`src/rtl/vid_timing_rx.sv`:
```
// vid_timing_rx: measures horizontal/vertical timing of a raster stream and declares lock.
// Optional grey-ramp pixel checker enabled by defining VID_TIMING_RX_PATTERN_CHECK_EN.

module vid_timing_rx #(
  parameter int PW       = 8,
  parameter int H_BITS   = 12,
  parameter int V_BITS   = 12,
  parameter int ERR_BITS = 16
) (
  input  logic                clk,
  input  logic                rst_n,
  input  logic                hs,
  input  logic                vs,
  input  logic                vld,
  input  logic [3*PW-1:0]     rgb,
  output logic [H_BITS-1:0]   h_total,
  output logic [H_BITS-1:0]   hs_width,
  output logic [H_BITS-1:0]   h_active,
  output logic [V_BITS-1:0]   v_total,
  output logic [V_BITS-1:0]   vs_width,
  output logic [V_BITS-1:0]   v_active,
  output logic                frame_done,
  output logic                locked,
  output logic                pixel_err,
  output logic [ERR_BITS-1:0] err_cnt
);

  typedef enum logic [1:0] {SEARCH, SYNC, MEASURE, LOCKED} state_t;

  typedef struct packed {
    logic [H_BITS-1:0] h_total;
    logic [H_BITS-1:0] hs_width;
    logic [H_BITS-1:0] h_active;
    logic [V_BITS-1:0] v_total;
    logic [V_BITS-1:0] vs_width;
    logic [V_BITS-1:0] v_active;
  } meas_t;

  function automatic logic [H_BITS-1:0] hinc(input logic [H_BITS-1:0] v);
    return (&v) ? v : v + H_BITS'(1);
  endfunction

  function automatic logic [V_BITS-1:0] vinc(input logic [V_BITS-1:0] v);
    return (&v) ? v : v + V_BITS'(1);
  endfunction

  // ---------------- input stage ----------------
  logic s1_hs_q, s1_vs_q, s1_vld_q;
  logic s2_hs_q, s2_vs_q;

  always_ff @(posedge clk or negedge rst_n) begin
    if (!rst_n) begin
      s1_hs_q  <= 1'b0;
      s1_vs_q  <= 1'b0;
      s1_vld_q <= 1'b0;
      s2_hs_q  <= 1'b0;
      s2_vs_q  <= 1'b0;
    end else begin
      s1_hs_q  <= hs;
      s1_vs_q  <= vs;
      s1_vld_q <= vld;
      s2_hs_q  <= s1_hs_q;
      s2_vs_q  <= s1_vs_q;
    end
  end

  logic line_start, frame_start, line_evt;
  assign line_start  = s1_hs_q & ~s2_hs_q;
  assign frame_start = s1_vs_q & ~s2_vs_q;
  // A stray frame start that misses the hs edge still closes the current line.
  assign line_evt    = line_start | frame_start;

  // ---------------- line counters ----------------
  logic [H_BITS-1:0] hcnt_q, hcnt_d;
  logic [H_BITS-1:0] hs_cnt_q, hs_cnt_d;
  logic [H_BITS-1:0] act_cnt_q, act_cnt_d;
  logic [H_BITS-1:0] last_h_total_q, last_h_total_d;
  logic [H_BITS-1:0] last_hs_width_q, last_hs_width_d;

  always_comb begin
    hcnt_d          = hinc(hcnt_q);
    hs_cnt_d        = s1_hs_q  ? hinc(hs_cnt_q)  : hs_cnt_q;
    act_cnt_d       = s1_vld_q ? hinc(act_cnt_q) : act_cnt_q;
    last_h_total_d  = last_h_total_q;
    last_hs_width_d = last_hs_width_q;
    if (line_evt) begin
      last_h_total_d  = hcnt_q;
      last_hs_width_d = hs_cnt_q;
      hcnt_d          = H_BITS'(1);
      hs_cnt_d        = H_BITS'(s1_hs_q);
      act_cnt_d       = H_BITS'(s1_vld_q);
    end
  end

  always_ff @(posedge clk or negedge rst_n) begin
    if (!rst_n) begin
      hcnt_q          <= '0;
      hs_cnt_q        <= '0;
      act_cnt_q       <= '0;
      last_h_total_q  <= '0;
      last_hs_width_q <= '0;
    end else begin
      hcnt_q          <= hcnt_d;
      hs_cnt_q        <= hs_cnt_d;
      act_cnt_q       <= act_cnt_d;
      last_h_total_q  <= last_h_total_d;
      last_hs_width_q <= last_hs_width_d;
    end
  end

  // ---------------- frame counters ----------------
  state_t            state_q;
  logic              fs_q;
  logic              frame_clr;
  logic [V_BITS-1:0] lcnt_q, lcnt_d;
  logic [V_BITS-1:0] vs_cnt_q, vs_cnt_d;
  logic [V_BITS-1:0] vact_cnt_q, vact_cnt_d;
  logic [H_BITS-1:0] max_act_q, max_act_d;

  // fs_q lags the frame start by one clock so the latch sees the closing line's updates.
  assign frame_clr = fs_q | (state_q == SEARCH);

  always_comb begin
    lcnt_d     = lcnt_q;
    vs_cnt_d   = vs_cnt_q;
    vact_cnt_d = vact_cnt_q;
    max_act_d  = max_act_q;
    if (frame_clr) begin
      lcnt_d     = '0;
      vs_cnt_d   = '0;
      vact_cnt_d = '0;
      max_act_d  = '0;
    end else if (line_evt) begin
      lcnt_d = vinc(lcnt_q);
      if (s1_vs_q)               vs_cnt_d   = vinc(vs_cnt_q);
      if (act_cnt_q != '0)       vact_cnt_d = vinc(vact_cnt_q);
      if (act_cnt_q > max_act_q) max_act_d  = act_cnt_q;
    end
  end

  always_ff @(posedge clk or negedge rst_n) begin
    if (!rst_n) begin
      fs_q       <= 1'b0;
      lcnt_q     <= '0;
      vs_cnt_q   <= '0;
      vact_cnt_q <= '0;
      max_act_q  <= '0;
    end else begin
      fs_q       <= frame_start;
      lcnt_q     <= lcnt_d;
      vs_cnt_q   <= vs_cnt_d;
      vact_cnt_q <= vact_cnt_d;
      max_act_q  <= max_act_d;
    end
  end

  // ---------------- lock FSM ----------------
  meas_t new_meas, meas_q;
  logic  frame_done_q, locked_q;

  assign new_meas = {last_h_total_q, last_hs_width_q, max_act_q,
                     lcnt_q, vs_cnt_q, vact_cnt_q};

  always_ff @(posedge clk or negedge rst_n) begin
    if (!rst_n) begin
      state_q      <= SEARCH;
      meas_q       <= '0;
      frame_done_q <= 1'b0;
      locked_q     <= 1'b0;
    end else begin
      frame_done_q <= 1'b0;
      if (fs_q) begin
        case (state_q)
          SEARCH: state_q <= SYNC;
          SYNC: begin
            meas_q       <= new_meas;
            frame_done_q <= 1'b1;
            state_q      <= MEASURE;
          end
          MEASURE: begin
            meas_q       <= new_meas;
            frame_done_q <= 1'b1;
            if (new_meas == meas_q) begin
              state_q  <= LOCKED;
              locked_q <= 1'b1;
            end
          end
          LOCKED: begin
            meas_q       <= new_meas;
            frame_done_q <= 1'b1;
            if (new_meas != meas_q) begin
              state_q  <= MEASURE;
              locked_q <= 1'b0;
            end
          end
          default: state_q <= SEARCH;
        endcase
      end
    end
  end

  assign h_total    = meas_q.h_total;
  assign hs_width   = meas_q.hs_width;
  assign h_active   = meas_q.h_active;
  assign v_total    = meas_q.v_total;
  assign vs_width   = meas_q.vs_width;
  assign v_active   = meas_q.v_active;
  assign frame_done = frame_done_q;
  assign locked     = locked_q;

  // ---------------- grey-ramp checker ----------------
`ifdef VID_TIMING_RX_PATTERN_CHECK_EN
  logic [3*PW-1:0]   s1_rgb_q;
  logic [PW-1:0]     exp_q, cmp_val;
  logic              seeded_q, pixel_err_q, mismatch;
  logic [ERR_BITS-1:0] err_cnt_q;

  // The seed pixel compares against its own blue component.
  assign cmp_val  = seeded_q ? exp_q : s1_rgb_q[PW-1:0];
  assign mismatch = locked_q & s1_vld_q & (s1_rgb_q != {cmp_val, cmp_val, cmp_val});

  always_ff @(posedge clk or negedge rst_n) begin
    if (!rst_n) begin
      s1_rgb_q    <= '0;
      exp_q       <= '0;
      seeded_q    <= 1'b0;
      pixel_err_q <= 1'b0;
      err_cnt_q   <= '0;
    end else begin
      s1_rgb_q    <= rgb;
      pixel_err_q <= mismatch;
      if (mismatch && !(&err_cnt_q)) err_cnt_q <= err_cnt_q + ERR_BITS'(1);
      if (!locked_q) begin
        seeded_q <= 1'b0;
      end else if (s1_vld_q) begin
        seeded_q <= 1'b1;
        exp_q    <= cmp_val + PW'(1);
      end
    end
  end

  assign pixel_err = pixel_err_q;
  assign err_cnt   = err_cnt_q;
`else
  logic unused_rgb;
  assign unused_rgb = ^rgb;
  assign pixel_err  = 1'b0;
  assign err_cnt    = '0;
`endif

endmodule

```
`config.mk`:
```
export PLATFORM = sky130hd
export DESIGN_NAME = vid_timing_rx
export DESIGN_NICKNAME = d
export VERILOG_FILES = /design/src/rtl/vid_timing_rx.sv
export SDC_FILE = /design/constraint.sdc
export NUM_CORES = 1
export LEC_CHECK = 0
export ABC_AREA = 1
export BUFFER_PORTS_ARGS = -buffer_cell sky130_fd_sc_hd__buf_2
export CORE_UTILIZATION = 50
export DETAILED_ROUTE_END_ITERATION = 7
export HOLD_SLACK_MARGIN = 0.05
export MAX_ROUTING_LAYER = met4
export PLACE_DENSITY = 0.67
export SLEW_MARGIN = 25
export SYNTH_ARGS = -nofsm -noshare
export SYNTH_HDL_FRONTEND = slang
export SYNTH_SLANG_ARGS = --single-unit
```
`constraint.sdc`:
```
create_clock -name clk -period 2.6 [get_ports clk]
set_clock_uncertainty 0.05 [all_clocks]
set_input_delay 0.26 -clock clk [delete_from_list [all_inputs] [get_ports clk]]
set_output_delay 0.26 -clock clk [all_outputs]
set_load 0.01 [all_outputs]
```
After elaboration in Yosys (flattened, before gate mapping)
Index checks and enable logic that the tools add are counted.

Flip-flop bits (word level): 190. Bits of input ports: 29. Output and inout bits: 91. Logic and storage cells: 105.

Add/sub/neg operators: 6. Order comparisons: 1. Eq/ne operators: 13. Multiplexer cells: 30. Bitwise logic cells: 6. Reduce and logical (&&, ||, !) cells: 25.

Operators with widths (count): 12-bit 2-to-1 mux (22); 12-bit by 1-bit adder with 12-bit output, second input constant (6); 72-bit equality test (1); 72-bit inequality test (1); 12-bit AND reduction (6); 2-bit inequality test, second input constant (8); 2-bit nonzero test (7); 12-bit greater-than comparator (1); 12-bit nonzero test (1); 2-bit AND reduction (5); 3-bit AND reduction (3); 2-bit case mux with 4 select lines (1); 2-bit equality test, second input constant (2); 1-bit 2-to-1 mux (4); 2-bit 2-to-1 mux (2); 4-bit AND reduction (1); 3-bit OR reduction (1); 1-bit bitwise AND (2); 2-bit by 1-bit equality test with 1-bit output, second input constant (1); 2-bit logical NOT (1); 1-bit NOT (2); 1-bit bitwise OR (2); 1-bit case mux with 2 select lines (1).

Longest topological paths before layout
Gate-level depths: netlist of run 1.

Depth in word-level cells: 5. Gate-level depth with buffers: 12. Gate-level depth less buffers: 12.

Worst setup path before layout of run 1
OpenSTA, ideal clock, no wires.

Path type: flip-flop to flip-flop. Start point: reg act_cnt_q[9]. End point: reg max_act_q[10]. Setup time: 0.083 ns. Arrival: 1.673 ns. Data required time: 2.467 ns. Setup slack: 0.795 ns. Stages on the path, launching flop included: 10. Buffers on the path: 1. Period minus slack after synthesis: 1.805 ns. Cell sequence: dfrtp_1 -> ha_1 -> a21oi_1 -> nor2_1 -> a211oi_1 -> o211ai_1 -> nand2_1 -> clkbuf_1 -> nand3_1 -> o21ai_0.

Longest elaborated chain between the ends: 3.

RTL lines: from (decl) (line 76) `logic [H_BITS-1:0] act_cnt_q, act_cnt_d;`; from (signal assigned) (line 105) `act_cnt_q <= act_cnt_d;`; 12-bit greater-than comparator (line 137) `if (act_cnt_q > max_act_q) max_act_d = act_cnt_q;`; 2-bit nonzero test (no line); 2-bit AND reduction (no line); to (signal assigned) (line 153) `max_act_q <= max_act_d;`; to (decl) (line 118) `logic [H_BITS-1:0] max_act_q, max_act_d;`.

No other way between the ends. A chain may end at the register's enable or synchronous reset.

Worst setup path after layout of run 1
Start point: reg act_cnt_q[7]. End point: reg max_act_q[5].

Same word-level chain as after synthesis.

==> results of run 1 <==
-- report_power, final --
group | internal [W] | leakage, nW | switching, W
Clock | 0.00144 | 0.273 | 0.00113
Combinational | 0.000454 | 2.53 | 0.000844
Sequential | 0.00317 | 2.59 | 0.000229
-- logic make-up after synthesis --
logic type / count (synthesis) / share of synthesized area
simple gates: 549 / 0.2398
buf+inv: 220 / 0.09324
compound gates: 218 / 0.1227
flops: 190 / 0.4801
xor+xnor: 45 / 0.03980
fa+ha+maj: 19 / 0.02401
other cells: 1 / 0.0003787
-- area by class of cell --
| class | instances | area, um^2 | share of cell area |
|---|---|---|---|
| flip-flops and latches | 190 | 4755 | 0.4276 |
| multi-input cells | 848 | 4293 | 0.3861 |
| inverters | 169 | 634.4 | 0.05705 |
| repair buffers | 92 | 539.3 | 0.04850 |
| clock buffers | 21 | 450.4 | 0.04051 |
| well taps | 265 | 331.6 | 0.02982 |
| clock inverters | 10 | 116.4 | 0.01046 |
-- stage by stage --
stage	util	setup WS [ns]	hold WS, ns
final	0.5713	0.5185	0.3139
after detailed placement	0.5401	0.5034	0.2289
after CTS	0.5713	0.4905	0.3383
after floorplan	-	0.7948	-0.08559
after global placement	0.5401	0.5468	0.2298
after global routing	0.5713	0.2721	0.3534
-- worst max-delay path, cell delays in order (launching register included) --
cell and delay, ns:
dfrtp_1 0.45, ha_1 0.35, nand4_1 0.14, nor2_1 0.12, nand2_1 0.06, o211ai_1 0.12
nand3_1 0.37, o21ai_0 0.32
-- state kept, by name, indices dropped and copies added, names as in the netlist, 12 cells and up --
name	count
hcnt_q	12
hs_cnt_q	12
v_active	12
vs_cnt_q	12
lcnt_q	12
hs_width	12
vs_width	12
vact_cnt_q	12
act_cnt_q	12
h_total	12
v_total	12
last_hs_width_q	12
h_active	12
last_h_total_q	12
max_act_q	12
-- layer usage --
layer	global-route usage	wire, um
met1	0.3158	10420
met2	0.3695	10090
met3	0.03991	700
met4	0.06791	378
met5	-	0
-- worst max-delay path by stage --
stage / start / slack, ns / endpoint
after floorplan: act_cnt_q[9] / 0.79 / max_act_q[10]
after global placement: act_cnt_q[0] / 0.55 / vact_cnt_q[5]
after detailed placement: act_cnt_q[7] / 0.50 / max_act_q[5]
after CTS: act_cnt_q[7] / 0.49 / max_act_q[5]
after global routing: act_cnt_q[7] / 0.27 / max_act_q[5]
final: act_cnt_q[7] / 0.52 / max_act_q[5]
-- placed cells by master, fill, tap and decap left out, types with 15 or more instances in the layout --
cell type,instances
clkbuf_16,17
conb_1,17
a21oi_1,33
xnor2_1,15
nand3_1,52
nor3_1,16
nor2_1,88
buf_2,77
ha_1,19
o21ai_0,139
nand4_1,20
inv_1,162
nand2_1,332
dfrtp_1,190
xor2_1,30
==> impl_metrics.tcl, run 1 <==
set metrics [dict create \
    status "completed" \
    crit_fanout 12 \
    setup_viol 0 \
    rr_startpoint "act_cnt_q[7]" \
    synth.distinct_cells 45 \
    die_w_um 142.7 \
    grt_overflow 0 \
    post_cts_buffers 0 \
    fin_area_um2 11120 \
    grt_antenna_before_repair 0 \
    syn_area_per_cell_um2 7.974 \
    io_buffers 78 \
    drtAntennaViolNets 0 \
    grt_max_degree 66 \
    rrSetupSlack_ns 0.52 \
    initial_utilization 0.5088 \
    finalCritPeriodShare 0.8006 \
    hold_viol 0 \
    drt_wl_total_um 21590 \
    first_pass_iters 6 \
    drc 0 \
    r2r_cells 7 \
    placed_cell_area_um2 10510 \
    startpoint_type "flip-flop" \
    fmax_ghz 0.4804 \
    period_minus_slack_ns 2.082 \
    pin_count 120 \
    rows 51 \
    power.density_nw_per_um2 653.0 \
    hpwl_um 15410 \
    dieArea_um2 20370 \
    area_growth_pct 12.28 \
    htree_levels 4 \
    synthTopCellsByArea "dfrtp_1, nand2_1, o21ai_0" \
    synth_common_cells "nand2_1, dfrtp_1, inv_1" \
    max_slew_margin 0.5945 \
    ys_ff_latch 190 \
    synth_top_area_cell "dfrtp_1" \
    finish.net_count 1366 \
    slew_violations 0 \
    critPathRequiredTime_ns 2.88 \
    grt_use_total 0.2360 \
    cp.arrival_ns 2.36 \
    post_drt_wl_per_cell_um 13.53 \
    peakVddDrop_uv 535.6 \
    ctsResizeCount 0 \
    cts.clk_slew.worst_paths_ns 0.07 \
    placed_cells 1560 \
    path_class "reg -> reg" \
    end_kind "flip-flop" \
    clock_path_buffers 2 \
    grt_pass1_vias 7663 \
    yosysMostFrequentCell "nand2_1" \
    cts_root_buf "clkbuf_16" \
    antenna_cells 0 \
    syn-cell-area_um2 9903 \
    setup-tns-final_ns 0 \
    synth_edf_count 0 \
    rsz0062_at_grt "false" \
    gp_congestion 0.9306 \
    cap_violations 0 \
    postSynth.asyncResetShare 1.000 \
    synth_top_cell_area_share 0.4801 \
    clk_latency_ns 0.43 \
    cts_sinks 190 \
    p_leak_nw 5.397 \
    drive_gt1_frac 0.1286 \
    fillers 1785 \
    power_w 0.007261 \
    syn_inst 1242 \
    drt_iter0_markers 551 \
    viasPerCell 5.070 \
    synth-main-ff-cell "dfrtp_1" \
    coreArea_um2 19460 \
    r2r-end "max_act_q[5]" \
    synth_seq_area_share 0.4801 \
    die_h_um 142.7 \
    ctsHoldBuffers 4 \
    ys_warn_count 0 \
    numCtsBuffers 17 \
    cts_tree "yes" \
    fin_cells 1595 \
    grt_pass1_wl_um 36750 \
    worst_slew_pin_slew_ns 0.6037 \
    hold_path_class "in -> async" \
    vias 8086 \
]
(Power assumes the default switching activity.)
==> run 2, diff against run 1 <==
- ABC_AREA: 1 -> 0
- PLACE_DENSITY: 0.67 -> 0.7
- clock period: 2.6 -> 1.71 ns (I/O delays scaled with it)
==> impl_metrics.tcl, run 2 <==
set metrics [dict create \
    grt_overflow 0 \
    p_clk_frac 0.334 \
    final_common_cell "dfrtp_1" \
    power.density_nw_per_um2 988.1 \
    hpwl_um 16030 \
    seq_area_um2 4761 \
    status "finished, violations left" \
    drtAntennaViolNets 0 \
    first_pass_iters 8 \
    hold_path_class "in -> async" \
    htree_levels 4 \
    slowest_delay_ns 0.40 \
    antenna_cells 0 \
    drt_iter0_markers 478 \
    syn_area_per_cell_um2 10.56 \
    critPathSlowestCell "dfrtp_1" \
    multi_input_area_um2 4741 \
    syn_inst 889 \
    rrSetupSlack_ns -0.30 \
    initial_utilization 0.5156 \
    p_int_w 0.008656 \
    layout_common_cells "dfrtp_1, buf_4, nand2_1" \
    synth_top_cell_area_share 0.5064 \
    drive_gt1_frac 0.3794 \
    end_kind "flip-flop" \
    period_minus_slack_ns 2.010 \
    clock_path_buffers 2 \
    cts_root_buf "clkbuf_16" \
    synth.distinct_cells 49 \
    fillers 1281 \
    synth_edf_count 0 \
    setup_ws_ns -0.2998 \
    io_buffers 78 \
    grt_antenna_before_repair 0 \
    vias 7229 \
    synth_common_cells "dfrtp_1, nand2_1, xor2_1" \
    startpoint_type "flip-flop" \
    synthTopCellsByArea "dfrtp_1, xor2_1, mux2_2" \
    crit_fanout 5 \
    die_h_um 139.0 \
    p_sw_frac 0.2972 \
    hold_viol 0 \
    rsz0062_at_grt "true" \
    yosysMostFrequentCell "dfrtp_1" \
    m1WireLength_um 10920 \
    rows 49 \
    fmax_ghz 0.4976 \
    pin_count 120 \
    slew_violations 0 \
    grt_pass1_wl_um 37160 \
    grt_use_total 0.2574 \
    p_sw_w 0.003661 \
    gp_congestion 0.8626 \
    path_class "reg -> reg" \
    viasPerCell 5.265 \
    drc 5 \
    power_w 0.01232 \
    synth_top_area_cell "dfrtp_1" \
    fin_cells 1373 \
    setup_viol 47 \
    critPathRequiredTime_ns 2.02 \
    grt_max_degree 60 \
    finish.net_count 1180 \
    critPathMostFrequentCell "o21a_1" \
    synth-main-ff-cell "dfrtp_1" \
    cts_tree "yes" \
    grt_pass1_vias 7181 \
    syn-cell-area_um2 9389 \
    numCtsBuffers 17 \
    p_leak_nw 6.579 \
    pwr-share-comb 0.247 \
    peakVddDrop_uv 964.6 \
    fin_area_um2 12470 \
    clk_latency_ns 0.44 \
    drt_wl_total_um 23590 \
    dieArea_um2 19330 \
    area_growth_pct 32.77 \
    worstPathCellList "ha_1 -> nor2b_1 -> o21a_1 -> o21a_1 -> o21ai_2 -> a311oi_2 -> buf_4 -> mux2i_1" \
    cap_violations 0 \
    synth_seq_area_share 0.5064 \
    met2_length_um 11250 \
    finalCritPeriodShare 1.175 \
    coreArea_um2 18210 \
    placed_cells 1315 \
    ys_warn_count 0 \
    violations "DRC, setup timing" \
    cts_sinks 190 \
    cts.clk_slew.worst_paths_ns 0.07 \
    die_w_um 139.0 \
    postSynth.asyncResetShare 1.000 \
    placed_cell_area_um2 11200 \
    post_drt_wl_per_cell_um 17.18 \
    top_layer "met4" \
    met3_length_um 815 \
    p_seq_frac 0.419 \
    ys_ff_latch 190 \
    cp.arrival_ns 2.32 \
]
[run 2: critical path: cells and delay by family, from the launching register on]
family	cells	cell delay, ns
flip-flops	1	0.40
adder cells (fa/ha/maj)	1	0.31
buffers and inverters	1	0.22
multiplexers	1	0.19
AO/OA/AOI/OAI	4	0.59
AND/OR/NAND/NOR	1	0.16
[run 2: what timing repair did]
action	CTS	global route
hold buffers	4	0
hold endpoints to repair	156	0
buffers inserted	16	11
pin swaps	25	50
gates resized for setup	35	61
setup endpoints to repair	45	70
[run 2: metal layers]
metal  GRT usage  vias to the layer above
met5           -                        -
li1            -                     3446
met4     0.09357                        0
met2      0.3947                      162
met3     0.04351                       35
met1      0.3450                     3586
[run 2: area by class of cell]
cell class,count,area share
repair buffers,264,0.1593
clock inverters,8,0.008230
flip-flops and latches,190,0.3819
clock buffers,23,0.04075
inverters,21,0.006524
well taps,229,0.02299
multi-input cells,638,0.3803
[run 2: path summary, 6_finish.rpt]
check	startpoint	to	cells after the start
worst max-delay path	act_cnt_q[1]	max_act_q[11]	8
worst min register to register	s1_vs_q	s2_vs_q	1
worst max register to register	act_cnt_q[1]	max_act_q[11]	8
max in group asynchronous	rst_n	lcnt_q[4]	3
min in group clk	vld	s1_vld_q	2
worst min-delay path	rst_n	vact_cnt_q[8]	2
[run 2: cell families after synthesis]
group	after synthesis	share of synthesized area
AO/OA/AOI/OAI	49	0.03811
multiplexers	81	0.09435
XOR/XNOR	127	0.1185
buffers and inverters	77	0.04358
other	1	0.0003994
AND/OR/NAND/NOR	345	0.1734
adder cells (fa/ha/maj)	19	0.02532
flip-flops	190	0.5064
[run 2: per-stage QoR]
step | hold slack [ns] | setup slack (ns) | util | setup TNS, ns
after detailed placement | 0.09393 | -0.2892 | 0.6150 | -5.539
after global routing | 0.2138 | -0.3746 | 0.6846 | -11.76
after global placement | 0.09399 | -0.2911 | 0.6150 | -3.617
final | 0.1817 | -0.2998 | 0.6846 | -7.920
after floorplan | -0.1746 | -0.2438 | - | -4.803
after CTS | 0.1942 | -0.2666 | 0.6653 | -5.791
[run 2: power by group through the flow]
stage / sequential, W / combinational (W) / clock, W
after floorplan: 0.00530 / 0.00148 / 0
after detailed placement: 0.00523 / 0.00275 / 0
after CTS: 0.00515 / 0.00289 / 0.00416
after global routing: 0.00520 / 0.00328 / 0.00436
after global placement: 0.00522 / 0.00270 / 0
final: 0.00516 / 0.00304 / 0.00412
==> run 3, diff against run 2 <==
- ABC_AREA: 0 -> 1
- CTS_CLUSTER_SIZE: not set -> 14
==> impl_metrics.tcl, run 3 (synthesized netlist as in run 1, its figures left out) <==
set metrics [dict create \
    grt_max_degree 52 \
    slew_violations 0 \
    finish.net_count 1487 \
    viasPerCell 5.119 \
    numCtsBuffers 17 \
    vias 8789 \
    fin_area_um2 12760 \
    setup_ws_ns -0.1469 \
    pin_count 120 \
    hpwl_um 16690 \
    crit_fanout 6 \
    final_common_cell "nand2_1" \
    drive_gt1_frac 0.2741 \
    htree_levels 4 \
    dieArea_um2 20370 \
    fin_cells 1717 \
    startpoint_type "flip-flop" \
    first_pass_iters 5 \
    worstSetupStartpoint "act_cnt_q[9]" \
    power.density_nw_per_um2 946.1 \
    die_w_um 142.7 \
    critPathRequiredTime_ns 1.98 \
    clock_path_buffers 2 \
    rows 51 \
    cp.arrival_ns 2.13 \
    cap_violations 0 \
    p_leak_nw 6.221 \
    hold_viol 0 \
    fmax_ghz 0.5385 \
    antenna_cells 0 \
    drc 0 \
    die_h_um 142.7 \
    coreArea_um2 19460 \
    clk_latency_ns 0.44 \
    cts_root_buf "clkbuf_16" \
    rr_startpoint "act_cnt_q[9]" \
    status "finished, violations left" \
    grt_overflow 0 \
    end_kind "flip-flop" \
    cts_tree "yes" \
    violations "setup timing" \
    initial_utilization 0.5088 \
    layout_common_cells "nand2_1, dfrtp_1, inv_1" \
    grt_pass1_vias 8033 \
    drtAntennaViolNets 0 \
    path_class "reg -> reg" \
    final_util 0.6559 \
    placed_cells 1653 \
    peakVddDrop_uv 825.1 \
    placed_cell_area_um2 11290 \
    cts.clk_slew.worst_paths_ns 0.07 \
    rsz0062_at_grt "true" \
    grt_pass1_wl_um 38360 \
    fillers 1590 \
    gp_congestion 0.8972 \
    place_ws_ns -0.1179 \
    grt_use_total 0.2477 \
    period_minus_slack_ns 1.857 \
    setup_viol 24 \
    finalCritPeriodShare 1.086 \
    whs_ns 0.1959 \
    hold_path_class "in -> async" \
    io_buffers 78 \
    post_drt_wl_per_cell_um 14.27 \
    cts_sinks 190 \
    grt_antenna_before_repair 0 \
    drt_wl_total_um 24490 \
    area_growth_pct 28.89 \
    drt_iter0_markers 476 \
]
## run 3: cell types whose count changed in the layout (fill, tap and decap cells not counted), moves of 22 or more
| cell | delta |
|---|---|
| mux2_2 | -60 |
| xor2_1 | -72 |
| o21ai_2 | +22 |
| o21ai_0 | +94 |
| inv_1 | +131 |
| buf_4 | -50 |
| nand2_1 | +174 |
## run 3: path summary, 6_finish.rpt
path	to	cells after the start	slack (ns)
worst max-delay path	vact_cnt_q[6]	10	-0.15
worst min-delay path	v_active[3]	2	0.20
worst max register to register	vact_cnt_q[6]	10	-0.15
worst min register to register	s2_vs_q	0	0.40
max in group asynchronous	lcnt_q[4]	3	0.79
min in group clk	s1_hs_q	2	0.32
## run 3: routing by layer
| metal | global-route usage | vias up | wire [um] |
|---|---|---|---|
| li1 | - | 4329 | - |
| met1 | 0.3220 | 4251 | 11210 |
| met2 | 0.3981 | 173 | 12140 |
| met3 | 0.03689 | 36 | 713 |
| met4 | 0.08206 | 0 | 431 |
| met5 | - | - | 0 |
## run 3: report_power, final
part | switching (W) | total (W) | internal [W]
clock | 0.00184 | 0.00417 | 0.00232
sequential | 0.000288 | 0.00511 | 0.00482
combinational | 0.00164 | 0.00280 | 0.00116
total | 0.00377 | 0.0121 | 0.00830
## run 3: what timing repair did
item | in CTS | in global routing
pin swaps | 6 | 37
endpoints found under the hold margin | 148 | 0
setup endpoints to repair | 36 | 72
gates cloned | 0 | 3
hold buffers | 4 | 0
buffers inserted | 3 | 22
resized for setup | 34 | 136
## run 3: worst max-delay path, stage by stage (launching register included)
cell	delay, ns
dfrtp_1	0.44
buf_6	0.15
inv_1	0.08
nand4_1	0.10
nor2_1	0.14
nand4_1	0.19
o211ai_2	0.17
nand2_4	0.13
buf_12	0.16
nand2_1	0.08
o21ai_2	0.05
## run 3: layout make-up
class / instances / area [um^2] / area share
Timing Repair Buffer: 213 / 1618 / 0.1267
Clock buffer: 17 / 425.4 / 0.03333
Multi-Input combinational cell: 848 / 4792 / 0.3754
Inverter: 169 / 648.1 / 0.05077
Sequential cell: 190 / 4765 / 0.3733
Tap cell: 265 / 331.6 / 0.02598
Clock inverter: 15 / 185.2 / 0.01451
## run 3: metrics by stage
step	TNS (ns)	power [W]
global route	-5.129	0.01267
detailed placement	-1.978	0.007580
global placement	-1.006	0.007515
finish	-2.551	0.01208
floorplan	0	0.006583
CTS	-1.043	0.01180
